### config.mk
export PLATFORM = sky130hd
export DESIGN_NAME = nios2_pulse_pio
export DESIGN_NICKNAME = d
export VERILOG_FILES = /design/src/rtl/nios2_pulse_pio.sv
export SDC_FILE = /design/constraint.sdc
export NUM_CORES = 1
export LEC_CHECK = 0
export BUFFER_PORTS_ARGS = -buffer_cell sky130_fd_sc_hd__buf_2
export CAP_MARGIN = 15
export CELL_PAD_IN_SITES_DETAIL_PLACEMENT = 0
export CELL_PAD_IN_SITES_GLOBAL_PLACEMENT = 1
export CORE_ASPECT_RATIO = 0.5
export CORE_MARGIN = 5
export CORE_UTILIZATION = 35
export CTS_CLUSTER_DIAMETER = 30
export DETAILED_ROUTE_END_ITERATION = 8
export GPL_TIMING_DRIVEN = 0
export MAX_ROUTING_LAYER = met4
export PLACE_DENSITY_LB_ADDON = 0.08
export SYNTH_ARGS = -nofsm -noshare
export SYNTH_HDL_FRONTEND = slang
export SYNTH_SLANG_ARGS = --single-unit
export TNS_END_PERCENT = 20
### constraint.sdc
create_clock -name clk -period 2.9 [get_ports clk]
set_input_delay 0.29 -clock clk [delete_from_list [all_inputs] [get_ports clk]]
set_output_delay 0.29 -clock clk [all_outputs]
set_load 0.01 [all_outputs]
### src/rtl/nios2_pulse_pio.sv
// Avalon-MM parallel output port where each channel is either a plain level bit
// or a self-clearing pulse of programmable length with a done/interrupt flag.
module nios2_pulse_pio #(
  parameter int               WIDTH       = 8,
  parameter int               CNT_W       = 16,
  parameter logic [WIDTH-1:0] RESET_VALUE = '0
) (
  input  logic             clk,
  input  logic             reset_n,
  input  logic [2:0]       address,
  input  logic             chipselect,
  input  logic             write_n,
  input  logic [31:0]      writedata,
  output logic [31:0]      readdata,
  output logic [WIDTH-1:0] out_port,
  output logic             irq
);

  typedef struct packed {
    logic ld;
    logic mode;
    logic len;
    logic w1c;
    logic set;
    logic clr;
    logic tog;
    logic mask;
  } pio_wr_t;

  pio_wr_t          wr;
  logic [WIDTH-1:0] wd;
  logic [WIDTH-1:0] data_q, mode_q, mode_nxt, done_q, mask_q;
  logic [CNT_W-1:0] len_q, len_load;
  logic             unused_wd;

  assign wd        = writedata[WIDTH-1:0];
  assign unused_wd = ^writedata;

  always_comb begin
    wr = '0;
    if (chipselect && !write_n) begin
      case (address)
        3'd0: wr.ld   = 1'b1;
        3'd1: wr.mode = 1'b1;
        3'd2: wr.len  = 1'b1;
        3'd3: wr.w1c  = 1'b1;
        3'd4: wr.set  = 1'b1;
        3'd5: wr.clr  = 1'b1;
        3'd6: wr.tog  = 1'b1;
        default: wr.mask = 1'b1;
      endcase
    end
  end

  // A zero length still gives a visible one-cycle pulse.
  assign len_load = (len_q == '0) ? CNT_W'(1) : len_q;
  assign mode_nxt = wr.mode ? wd : mode_q;

  always_ff @(posedge clk) begin
    if (!reset_n) begin
      mode_q <= '0;
      len_q  <= '0;
      mask_q <= '0;
    end else begin
      if (wr.mode) mode_q <= wd;
      if (wr.len)  len_q  <= writedata[CNT_W-1:0];
      if (wr.mask) mask_q <= wd;
    end
  end

  for (genvar i = 0; i < WIDTH; i++) begin : g_lane
    logic             d_r, dn_r, touch, nd, trig, expire;
    logic [CNT_W-1:0] cnt;

    // touch: this write addresses the bit, so it overrides any expiry this edge
    always_comb begin
      touch = wr.ld | ((wr.set | wr.clr | wr.tog) & wd[i]);
      nd    = d_r;
      if (wr.ld)       nd = wd[i];
      else if (wr.set) nd = 1'b1;
      else if (wr.clr) nd = 1'b0;
      else if (wr.tog) nd = ~d_r;
      trig   = touch & nd & mode_q[i];
      expire = ~touch & mode_nxt[i] & d_r & (cnt == CNT_W'(1));
    end

    always_ff @(posedge clk) begin
      if (!reset_n) begin
        d_r  <= RESET_VALUE[i];
        dn_r <= 1'b0;
        cnt  <= '0;
      end else begin
        dn_r <= expire | (dn_r & ~(wr.w1c & wd[i]));
        if (touch) begin
          d_r <= nd;
          cnt <= trig ? len_load : '0;
        end else if (!mode_nxt[i]) begin
          cnt <= '0;
        end else if (expire) begin
          d_r <= 1'b0;
          cnt <= '0;
        end else if (d_r && cnt != '0) begin
          cnt <= cnt - CNT_W'(1);
        end
      end
    end

    assign data_q[i] = d_r;
    assign done_q[i] = dn_r;
  end

  always_comb begin
    readdata = '0;
    case (address)
      3'd0:    readdata[WIDTH-1:0] = data_q;
      3'd1:    readdata[WIDTH-1:0] = mode_q;
      3'd2:    readdata[CNT_W-1:0] = len_q;
      3'd3:    readdata[WIDTH-1:0] = done_q;
      3'd7:    readdata[WIDTH-1:0] = mask_q;
      default: readdata = '0;
    endcase
  end

  assign out_port = data_q;
  assign irq      = |(done_q & mask_q);

endmodule
==> impl_metrics.prom, run 1 <==
# TYPE chip_impl_metric gauge
chip_impl_metric{name="clock_sinks",unit=""} 176
chip_impl_metric{name="internal-power",unit="mW"} 4.07
chip_impl_metric{name="synthXorXnorAreaFrac",unit="%"} 0.388
chip_impl_metric{name="design_power_total",unit="mW"} 5.63
chip_impl_metric{name="p_seq_share",unit="%"} 44.1
chip_impl_metric{name="comb_power_share",unit="%"} 12.8
chip_impl_info{name="min-delay-path-class",value="input pin to flop"} 1
chip_impl_metric{name="synth-adder-area-share",unit="%"} 2.66
chip_impl_metric{name="detail_route.first_pass.iterations",unit=""} 6
chip_impl_metric{name="slew_headroom",unit="%"} 13.0
chip_impl_metric{name="ctsLongestPathBuffers",unit=""} 2
chip_impl_info{name="root_buffer",value="sky130_fd_sc_hd__clkbuf_16"} 1
chip_impl_info{name="yosys_most_used_dff",value="sky130_fd_sc_hd__dfxtp_1"} 1
chip_impl_metric{name="initial_core_util",unit="%"} 35.5
chip_impl_metric{name="maxCapViolations",unit=""} 0
chip_impl_info{name="timing_worst_setup_path_type",value="flop to primary output"} 1
chip_impl_metric{name="h-tree-depth",unit=""} 4
chip_impl_info{name="cp-start-kind",value="flop"} 1
chip_impl_metric{name="synthMuxAreaShare",unit="%"} 2.45
chip_impl_metric{name="max_slew.worst_pin.slew",unit="ns"} 1.31
chip_impl_metric{name="whs",unit="ns"} 0.0663
chip_impl_metric{name="skew",unit="ns"} 0.0127
chip_impl_metric{name="worst-endpoint-required",unit="ns"} 2.61
chip_impl_metric{name="synth_seq_cells",unit=""} 176
chip_impl_info{name="worstHoldEndpoint",value="len_q[14]"} 1
chip_impl_metric{name="largest_net_degree_at_the_start_of_global_routing",unit=""} 17
chip_impl_metric{name="power_leakage",unit="nW"} 4.59
chip_impl_metric{name="post_synth_and_or_nand_nor_area_fraction",unit="%"} 29.8
chip_impl_metric{name="drive_gt1_share",unit="%"} 10.5
chip_impl_metric{name="clock_power_share",unit="%"} 43.1
chip_impl_metric{name="buffer_count_from_post_cts_setup_fixing",unit=""} 0
chip_impl_metric{name="hold_path_depth",unit=""} 3
chip_impl_metric{name="ant_nets",unit=""} 0
chip_impl_info{name="unrepaired_setup_endpoints_after_global_routing",value="yes"} 1
chip_impl_metric{name="finalWeightedCongestion",unit=""} 0.943
chip_impl_metric{name="first_global_vias",unit=""} 11500
chip_impl_info{name="synth_top_family_by_area",value="simple AND/OR/NAND/NOR gates"} 1
chip_impl_metric{name="synth_compound_area_share",unit="%"} 26.5
chip_impl_metric{name="route.final.wire_length",unit="µm"} 47500
chip_impl_metric{name="powerDensity",unit="mW/mm²"} 440
chip_impl_metric{name="syn-cell-area",unit="mm²"} 0.0113
chip_impl_metric{name="chipWidth",unit="µm"} 264
chip_impl_info{name="run_status",value="completed"} 1
chip_impl_metric{name="cts_hold_buffers",unit=""} 0
chip_impl_metric{name="swShare",unit="%"} 27.8
chip_impl_metric{name="final-hold-violation-count",unit=""} 0
chip_impl_metric{name="final-setup-viol-count",unit=""} 0
chip_impl_metric{name="max_freq",unit="MHz"} 353
chip_impl_metric{name="dieArea",unit="mm²"} 0.0362
chip_impl_metric{name="synth_edf_count",unit=""} 0
chip_impl_metric{name="synth_sequential_area_ratio",unit="%"} 31.2
chip_impl_metric{name="cts.clk_slew.worst_paths",unit="ns"} 0.07
chip_impl_info{name="crit_start",value="len_q[11]"} 1
chip_impl_info{name="tritoncts",value="done"} 1
chip_impl_metric{name="drt_iter0_drc",unit=""} 1121
chip_impl_metric{name="dp_hpwl",unit="µm"} 33200
chip_impl_metric{name="placed_cell_area",unit="mm²"} 0.0121
chip_impl_metric{name="ys.warnings.count",unit=""} 0
chip_impl_metric{name="coreArea",unit="mm²"} 0.0318
chip_impl_metric{name="worst_skew_pair.late_latency",unit="ns"} 0.46
chip_impl_metric{name="grt_remaining_overflow",unit=""} 0
chip_impl_metric{name="power.switching",unit="mW"} 1.56
chip_impl_metric{name="drt-vias-per-instance",unit=""} 6.06
chip_impl_info{name="worstSetupEndpointType",value="primary output"} 1
chip_impl_metric{name="floorplan.io_pins",unit=""} 80
chip_impl_metric{name="final_net_count",unit=""} 1637
chip_impl_metric{name="antennaDiodeCount",unit=""} 0
chip_impl_metric{name="postSynthCellCount",unit=""} 1497
chip_impl_info{name="r2r_start",value="g_lane[4].cnt[8]"} 1
chip_impl_info{name="netlist_top_cells_area",value="sky130_fd_sc_hd__dfxtp_1 (31%), sky130_fd_sc_hd__nand2_1 (6.1%), sky130_fd_sc_hd__nor2_1 (4.7%)"} 1
chip_impl_metric{name="dieHeight",unit="µm"} 137
chip_impl_metric{name="worst-r2r-cell-count",unit=""} 6
chip_impl_info{name="regToRegEndpoint",value="g_lane[4].cnt[4]"} 1
chip_impl_metric{name="port-buffer-count",unit=""} 41
chip_impl_metric{name="fill_cells",unit=""} 3350
chip_impl_metric{name="finalSetupTns",unit="ns"} 0
chip_impl_info{name="hold_start",value="writedata[14]"} 1
chip_impl_metric{name="yosys.cell_types.count",unit=""} 91
chip_impl_metric{name="initial_antenna_violation_count",unit=""} 0
chip_impl_metric{name="grt_pass1_wl",unit="µm"} 71200
chip_impl_metric{name="async_reset_ff_share",unit="%"} 0
chip_impl_metric{name="syn-mean-instance-area",unit="µm²"} 7.54
chip_impl_metric{name="wl_per_cell",unit="µm"} 23.5
chip_impl_metric{name="drc_errors",unit=""} 0
chip_impl_metric{name="layout_min_cycle_time",unit="ns"} 2.84
chip_impl_metric{name="path_max_fanout",unit=""} 10
chip_impl_metric{name="floorplan.rows",unit=""} 46
chip_impl_info{name="synth_area_leader",value="sky130_fd_sc_hd__dfxtp_1"} 1
chip_impl_metric{name="vdd.ir_drop.worst",unit="µV"} 326
chip_impl_metric{name="yosysTopAreaCellShare",unit="%"} 31.2
chip_impl_metric{name="cts_inserted_buffers",unit=""} 17
chip_impl_metric{name="reg2reg_slack",unit="ns"} 0.16
chip_impl_metric{name="arrival_time_of_the_worst_setup_path",unit="ns"} 2.55
chip_impl_metric{name="area_overhead_vs_synth",unit="%"} 13.5
chip_impl_metric{name="dr_vias",unit=""} 12200
chip_impl_metric{name="grt.total_usage",unit="%"} 26.4
chip_impl_metric{name="slew_viol_final",unit=""} 0
chip_impl_metric{name="finalInstanceArea",unit="mm²"} 0.0128
chip_impl_metric{name="min_period_over_period",unit="%"} 97.8
through the flow:
stage	utilization, %	instances	setup slack, ns
finish	40.3	2017	0.0648
global route	40.3	2017	-0.0503
detailed placement	38.2	1987	-0.442
CTS	40.1	2017	0.00572
global placement	38.1	1985	-0.464
floorplan	-	1512	0.552
power groups by stage:
stage | sequential (mW) | clock [mW] | combinational, mW
final | 2.48 | 2.43 | 0.719
after global routing | 2.49 | 2.56 | 0.778
after CTS | 2.48 | 2.47 | 0.701
after detailed placement | 2.54 | 0 | 0.697
after global placement | 2.54 | 0 | 0.692
after floorplan | 2.52 | 0 | 0.471
state kept, by name, summed over array words and instances, names as in the netlist:
name	cells
g_lane.cnt	128
len_q	16
g_lane.d_r	8
g_lane.dn_r	8
mask_q	8
mode_q	8
cell type report:
class                   count  area (µm²)  share of cell area, %
plain buffers             126         639                   4.99
clock buffers              24         472                   3.68
clock inverters             6         108                  0.840
inverters                  41         154                   1.20
multi-input cells        1169        7130                   55.6
flip-flops and latches    176        3520                   27.5
well taps                 432         541                   4.22
repair buffers             43         248                   1.93
critical path, stage by stage, from the launching register on:
cell and delay, ns:
sky130_fd_sc_hd__dfxtp_1 0.63, sky130_fd_sc_hd__clkbuf_1 1.01, sky130_fd_sc_hd__and3_1 0.29, sky130_fd_sc_hd__buf_2 0.14
worst max-delay path by stage:
stage	endpoint	slack [ns]
2_1_floorplan	g_lane[1].cnt[7]	0.55
3_3_place_gp	g_lane[7].cnt[15]	-0.46
3_5_place_dp	g_lane[7].cnt[7]	-0.44
4_1_cts	readdata[3]	0.006
5_1_grt	g_lane[6].cnt[11]	-0.05
6_report	readdata[11]	0.06
timing repair:
| item | 4_1_cts | 5_1_grt |
|---|---|---|
| resized for setup | 2 | 20 |
| pin swaps | 0 | 0 |
| endpoints found under the setup margin | 10 | 77 |
per-layer routing:
layer	GRT usage, %	wire length, µm	part of all wire [%]	up-vias
li1	-	-	-	5711
met1	35.9	22100	47	5977
met2	41.0	21000	44	465
met3	4.45	3290	6.9	78
met4	7.35	1110	2.3	0
met5	-	0	0	-
cells in the final DEF, fill, tap and decap left out, drive strengths merged, types with 42 or more instances in the layout:
cell type	Yosys	routed
o21ai	64	64
buf	48	91
a22oi	42	42
a21oi	88	88
dfxtp	176	176
clkbuf	77	101
nand2	183	183
nor3	79	79
nor2	140	140
nand3	71	71
synthesized netlist by cell type, types with 8 or more instances:
master,n
sky130_fd_sc_hd__nor2b_1,15
sky130_fd_sc_hd__or4_1,9
sky130_fd_sc_hd__a22o_1,9
sky130_fd_sc_hd__inv_1,41
sky130_fd_sc_hd__nor3b_1,8
sky130_fd_sc_hd__a22oi_1,42
sky130_fd_sc_hd__clkbuf_1,76
sky130_fd_sc_hd__nor3_1,76
sky130_fd_sc_hd__ha_1,24
sky130_fd_sc_hd__buf_2,12
sky130_fd_sc_hd__o21ai_0,63
sky130_fd_sc_hd__and3_1,17
sky130_fd_sc_hd__nor2_1,140
sky130_fd_sc_hd__o211a_1,8
sky130_fd_sc_hd__nand3b_1,9
sky130_fd_sc_hd__o22ai_1,11
sky130_fd_sc_hd__a211oi_1,29
sky130_fd_sc_hd__dfxtp_1,176
sky130_fd_sc_hd__nand4_1,33
sky130_fd_sc_hd__or3_1,9
sky130_fd_sc_hd__nand2b_1,10
sky130_fd_sc_hd__nand2_1,183
sky130_fd_sc_hd__nor4_1,38
sky130_fd_sc_hd__or2_2,15
sky130_fd_sc_hd__o21a_1,13
sky130_fd_sc_hd__a31oi_1,12
sky130_fd_sc_hd__and2_1,16
sky130_fd_sc_hd__nand3_1,71
sky130_fd_sc_hd__a32oi_1,37
sky130_fd_sc_hd__a21oi_1,88
sky130_fd_sc_hd__a21o_1,16
sky130_fd_sc_hd__buf_4,27
sky130_fd_sc_hd__mux2i_1,22
sky130_fd_sc_hd__o211ai_1,14
cell families after synthesis:
| group | after synthesis |
|---|---|
| buffers and inverters | 167 |
| adders and majority gates | 24 |
| other | 1 |
| and+or+nand+nor | 676 |
| AOI/OAI and AO/OA | 422 |
| muxes | 26 |
| xor gates and xnor gates | 5 |
| DFF | 176 |
Note: power is estimated with default switching activity, not from simulation.
==> run 2, diff against run 1 <==
--- a/config.mk
+++ b/config.mk
@@ -17,6 +17,7 @@
 export GPL_TIMING_DRIVEN = 0
 export MAX_ROUTING_LAYER = met4
 export PLACE_DENSITY_LB_ADDON = 0.08
+export REMOVE_ABC_BUFFERS = 1
 export SYNTH_ARGS = -nofsm -noshare
 export SYNTH_HDL_FRONTEND = slang
 export SYNTH_SLANG_ARGS = --single-unit
==> run 2 against run 1 <==
Effect of this change:
- flip-flop and latch count did not move
- sequential power barely moved
- register-to-register slack got worse by 0.03 ns
- power fell by 3.1%
- via count fell by 4.8%
- clock power fell by 4%
- critical path type is now input pin to flop
- critical endpoint is now g_lane[3].cnt[14]
- largest cell class unchanged
- largest power group unchanged
==> impl_metrics.prom, run 2 (synthesis gave the netlist of run 1 again) <==
# TYPE chip_impl_metric gauge
chip_impl_metric{name="final-hold-violation-count",unit=""} 0
chip_impl_metric{name="floorplan.rows",unit=""} 46
chip_impl_metric{name="floorplan.io_pins",unit=""} 80
chip_impl_metric{name="fill_cells",unit=""} 3317
chip_impl_metric{name="route.final.wire_length",unit="µm"} 41500
chip_impl_info{name="min-delay-path-class",value="input pin to flop"} 1
chip_impl_info{name="root_buffer",value="sky130_fd_sc_hd__clkbuf_16"} 1
chip_impl_metric{name="grt_remaining_overflow",unit=""} 0
chip_impl_metric{name="preCtsSetupSlack",unit="ns"} -1.22
chip_impl_metric{name="layout_setup_ws",unit="ns"} 0.126
chip_impl_metric{name="finalWeightedCongestion",unit=""} 0.860
chip_impl_metric{name="drt_iter0_drc",unit=""} 969
chip_impl_info{name="timing_worst_setup_path_type",value="input pin to flop"} 1
chip_impl_metric{name="min_period_over_period",unit="%"} 95.6
chip_impl_metric{name="drive_gt1_share",unit="%"} 11.0
chip_impl_metric{name="largest_net_degree_at_the_start_of_global_routing",unit=""} 104
chip_impl_metric{name="drc_errors",unit=""} 0
chip_impl_metric{name="worst_skew_pair.late_latency",unit="ns"} 0.45
chip_impl_metric{name="layout_min_cycle_time",unit="ns"} 2.77
chip_impl_info{name="run_status",value="completed"} 1
chip_impl_metric{name="area_overhead_vs_synth",unit="%"} 9.79
chip_impl_metric{name="grt.total_usage",unit="%"} 22.9
chip_impl_metric{name="first_global_vias",unit=""} 10800
chip_impl_metric{name="wl_per_cell",unit="µm"} 21.7
chip_impl_metric{name="dp_hpwl",unit="µm"} 27000
chip_impl_metric{name="slew_headroom",unit="%"} 28.1
chip_impl_metric{name="clock_sinks",unit=""} 176
chip_impl_info{name="layout_commonest_cell",value="sky130_fd_sc_hd__nand2_1"} 1
chip_impl_metric{name="final_net_count",unit=""} 1529
chip_impl_info{name="tritoncts",value="done"} 1
chip_impl_metric{name="cts.clk_slew.worst_paths",unit="ns"} 0.07
chip_impl_info{name="registers.top_by_ff_count",value="g_lane.cnt"} 1
chip_impl_metric{name="largest_reg_flops",unit=""} 128
chip_impl_metric{name="drt-vias-per-instance",unit=""} 6.10
chip_impl_metric{name="initial_core_util",unit="%"} 35.5
chip_impl_metric{name="ctsLongestPathBuffers",unit=""} 2
chip_impl_metric{name="post-route-util",unit="%"} 39.0
chip_impl_metric{name="port-buffer-count",unit=""} 47
chip_impl_info{name="worstSetupEndpointType",value="flop"} 1
chip_impl_metric{name="max_freq",unit="MHz"} 361
chip_impl_metric{name="dieHeight",unit="µm"} 137
chip_impl_metric{name="detail_route.first_pass.iterations",unit=""} 5
chip_impl_metric{name="arrival_time_of_the_worst_setup_path",unit="ns"} 3.13
chip_impl_metric{name="power_leakage",unit="nW"} 4.36
chip_impl_metric{name="slew_viol_final",unit=""} 0
chip_impl_metric{name="antennaDiodeCount",unit=""} 0
chip_impl_metric{name="initial_antenna_violation_count",unit=""} 0
chip_impl_metric{name="powerDensity",unit="mW/mm²"} 440
chip_impl_metric{name="ant_nets",unit=""} 0
chip_impl_metric{name="path_max_fanout",unit=""} 19
chip_impl_metric{name="coreArea",unit="mm²"} 0.0318
chip_impl_metric{name="skew",unit="ns"} 0.0130
chip_impl_metric{name="max_slew.worst_pin.slew",unit="ns"} 1.08
chip_impl_metric{name="maxCapViolations",unit=""} 0
chip_impl_info{name="cp-start-kind",value="input pin"} 1
chip_impl_metric{name="finalInstanceArea",unit="mm²"} 0.0124
chip_impl_metric{name="vdd.ir_drop.worst",unit="µV"} 388
chip_impl_info{name="reg.largest.list",value="g_lane.cnt x128, len_q x16"} 1
chip_impl_metric{name="dr_vias",unit=""} 11600
chip_impl_metric{name="placed_cell_area",unit="mm²"} 0.0116
chip_impl_metric{name="h-tree-depth",unit=""} 4
chip_impl_metric{name="dieArea",unit="mm²"} 0.0362
chip_impl_metric{name="grt_pass1_wl",unit="µm"} 63500
chip_impl_metric{name="cts_inserted_buffers",unit=""} 17
chip_impl_metric{name="worst-endpoint-required",unit="ns"} 3.25
chip_impl_info{name="most-common-layout-cells",value="sky130_fd_sc_hd__nand2_1 (182), sky130_fd_sc_hd__dfxtp_1 (176), sky130_fd_sc_hd__nor2_1 (136)"} 1
chip_impl_metric{name="chipWidth",unit="µm"} 264
chip_impl_metric{name="final-setup-viol-count",unit=""} 0
chip_impl_info{name="unrepaired_setup_endpoints_after_global_routing",value="yes"} 1
==> run 2: cell count changes in the layout (fill, tap and decap cells not counted), moves of 3 or more <==
cell                       before  now
sky130_fd_sc_hd__buf_1          5    0
sky130_fd_sc_hd__buf_2         53   46
sky130_fd_sc_hd__buf_4         27    6
sky130_fd_sc_hd__clkbuf_1      78    1
sky130_fd_sc_hd__clkinv_2       2    5
sky130_fd_sc_hd__nor2_1       140  136
sky130_fd_sc_hd__nor2_2         0    3
sky130_fd_sc_hd__nor2b_1       15   12
sky130_fd_sc_hd__nor2b_2        0    3
sky130_fd_sc_hd__nor3_1        76   73
==> run 2: final timing paths <==
kind,slack (ns),to,cells after the start,startpoint
worst max register to register,0.13,g_lane[1].cnt[8],6,g_lane[1].cnt[4]
worst min register to register,0.48,g_lane[4].cnt[7],2,g_lane[4].cnt[7]
worst max-delay path,0.13,g_lane[3].cnt[14],8,address[0]
worst min-delay path,0.08,len_q[10],3,writedata[10]
==> run 2: power breakdown <==
part,switching [mW],internal (mW)
Sequential,0.0580,2.44
Clock,1.09,1.24
Combinational,0.417,0.208
==> run 2: per-layer routing <==
metal / global-route usage [%] / up-vias / wire length, µm
met4: 7.49 / 0 / 824
li1: - / 5498 / -
met5: - / - / 0
met3: 3.90 / 53 / 2340
met2: 35.6 / 383 / 18600
met1: 30.6 / 5713 / 19700
==> run 2: what timing repair did <==
action	CTS	global route
endpoints found under the setup margin	79	66
setup buffers	0	1
gates resized for setup	10	23
pin swaps	0	1
hold buffers	0	0
endpoints found under the hold margin	0	0
==> run 2: layout make-up <==
type	instances	area, µm²	area share (%)
sequential	176	3520	28.4
multi-input combinational	1169	7220	58.3
clock buffer	21	470	3.79
inverter	41	159	1.28
clock inverter	10	87.6	0.706
timing repair buffer	61	395	3.19
tap	432	541	4.36
==> run 2: stage by stage <==
stage / std cells / hold WS, ns / total power, mW / TNS, ns
floorplan: 1386 / 0.408 / 2.93 / -7.14
global placement: 1865 / 0.457 / 3.14 / -320.45
detailed placement: 1876 / 0.469 / 3.16 / -71.91
CTS: 1907 / 0.0517 / 5.51 / 0
global route: 1910 / 0.0806 / 5.67 / -0.0288
finish: 1910 / 0.0843 / 5.46 / 0
==> run 2: worst max-delay path, cell delays in order <==
cell                       delay, ns
sky130_fd_sc_hd__buf_2          0.36
sky130_fd_sc_hd__nand3b_1       0.20
sky130_fd_sc_hd__nor3_1         0.67
sky130_fd_sc_hd__buf_4          0.29
sky130_fd_sc_hd__a21oi_1        0.15
sky130_fd_sc_hd__nor2_2         0.62
sky130_fd_sc_hd__o21ai_0        0.20
sky130_fd_sc_hd__a211oi_1       0.31
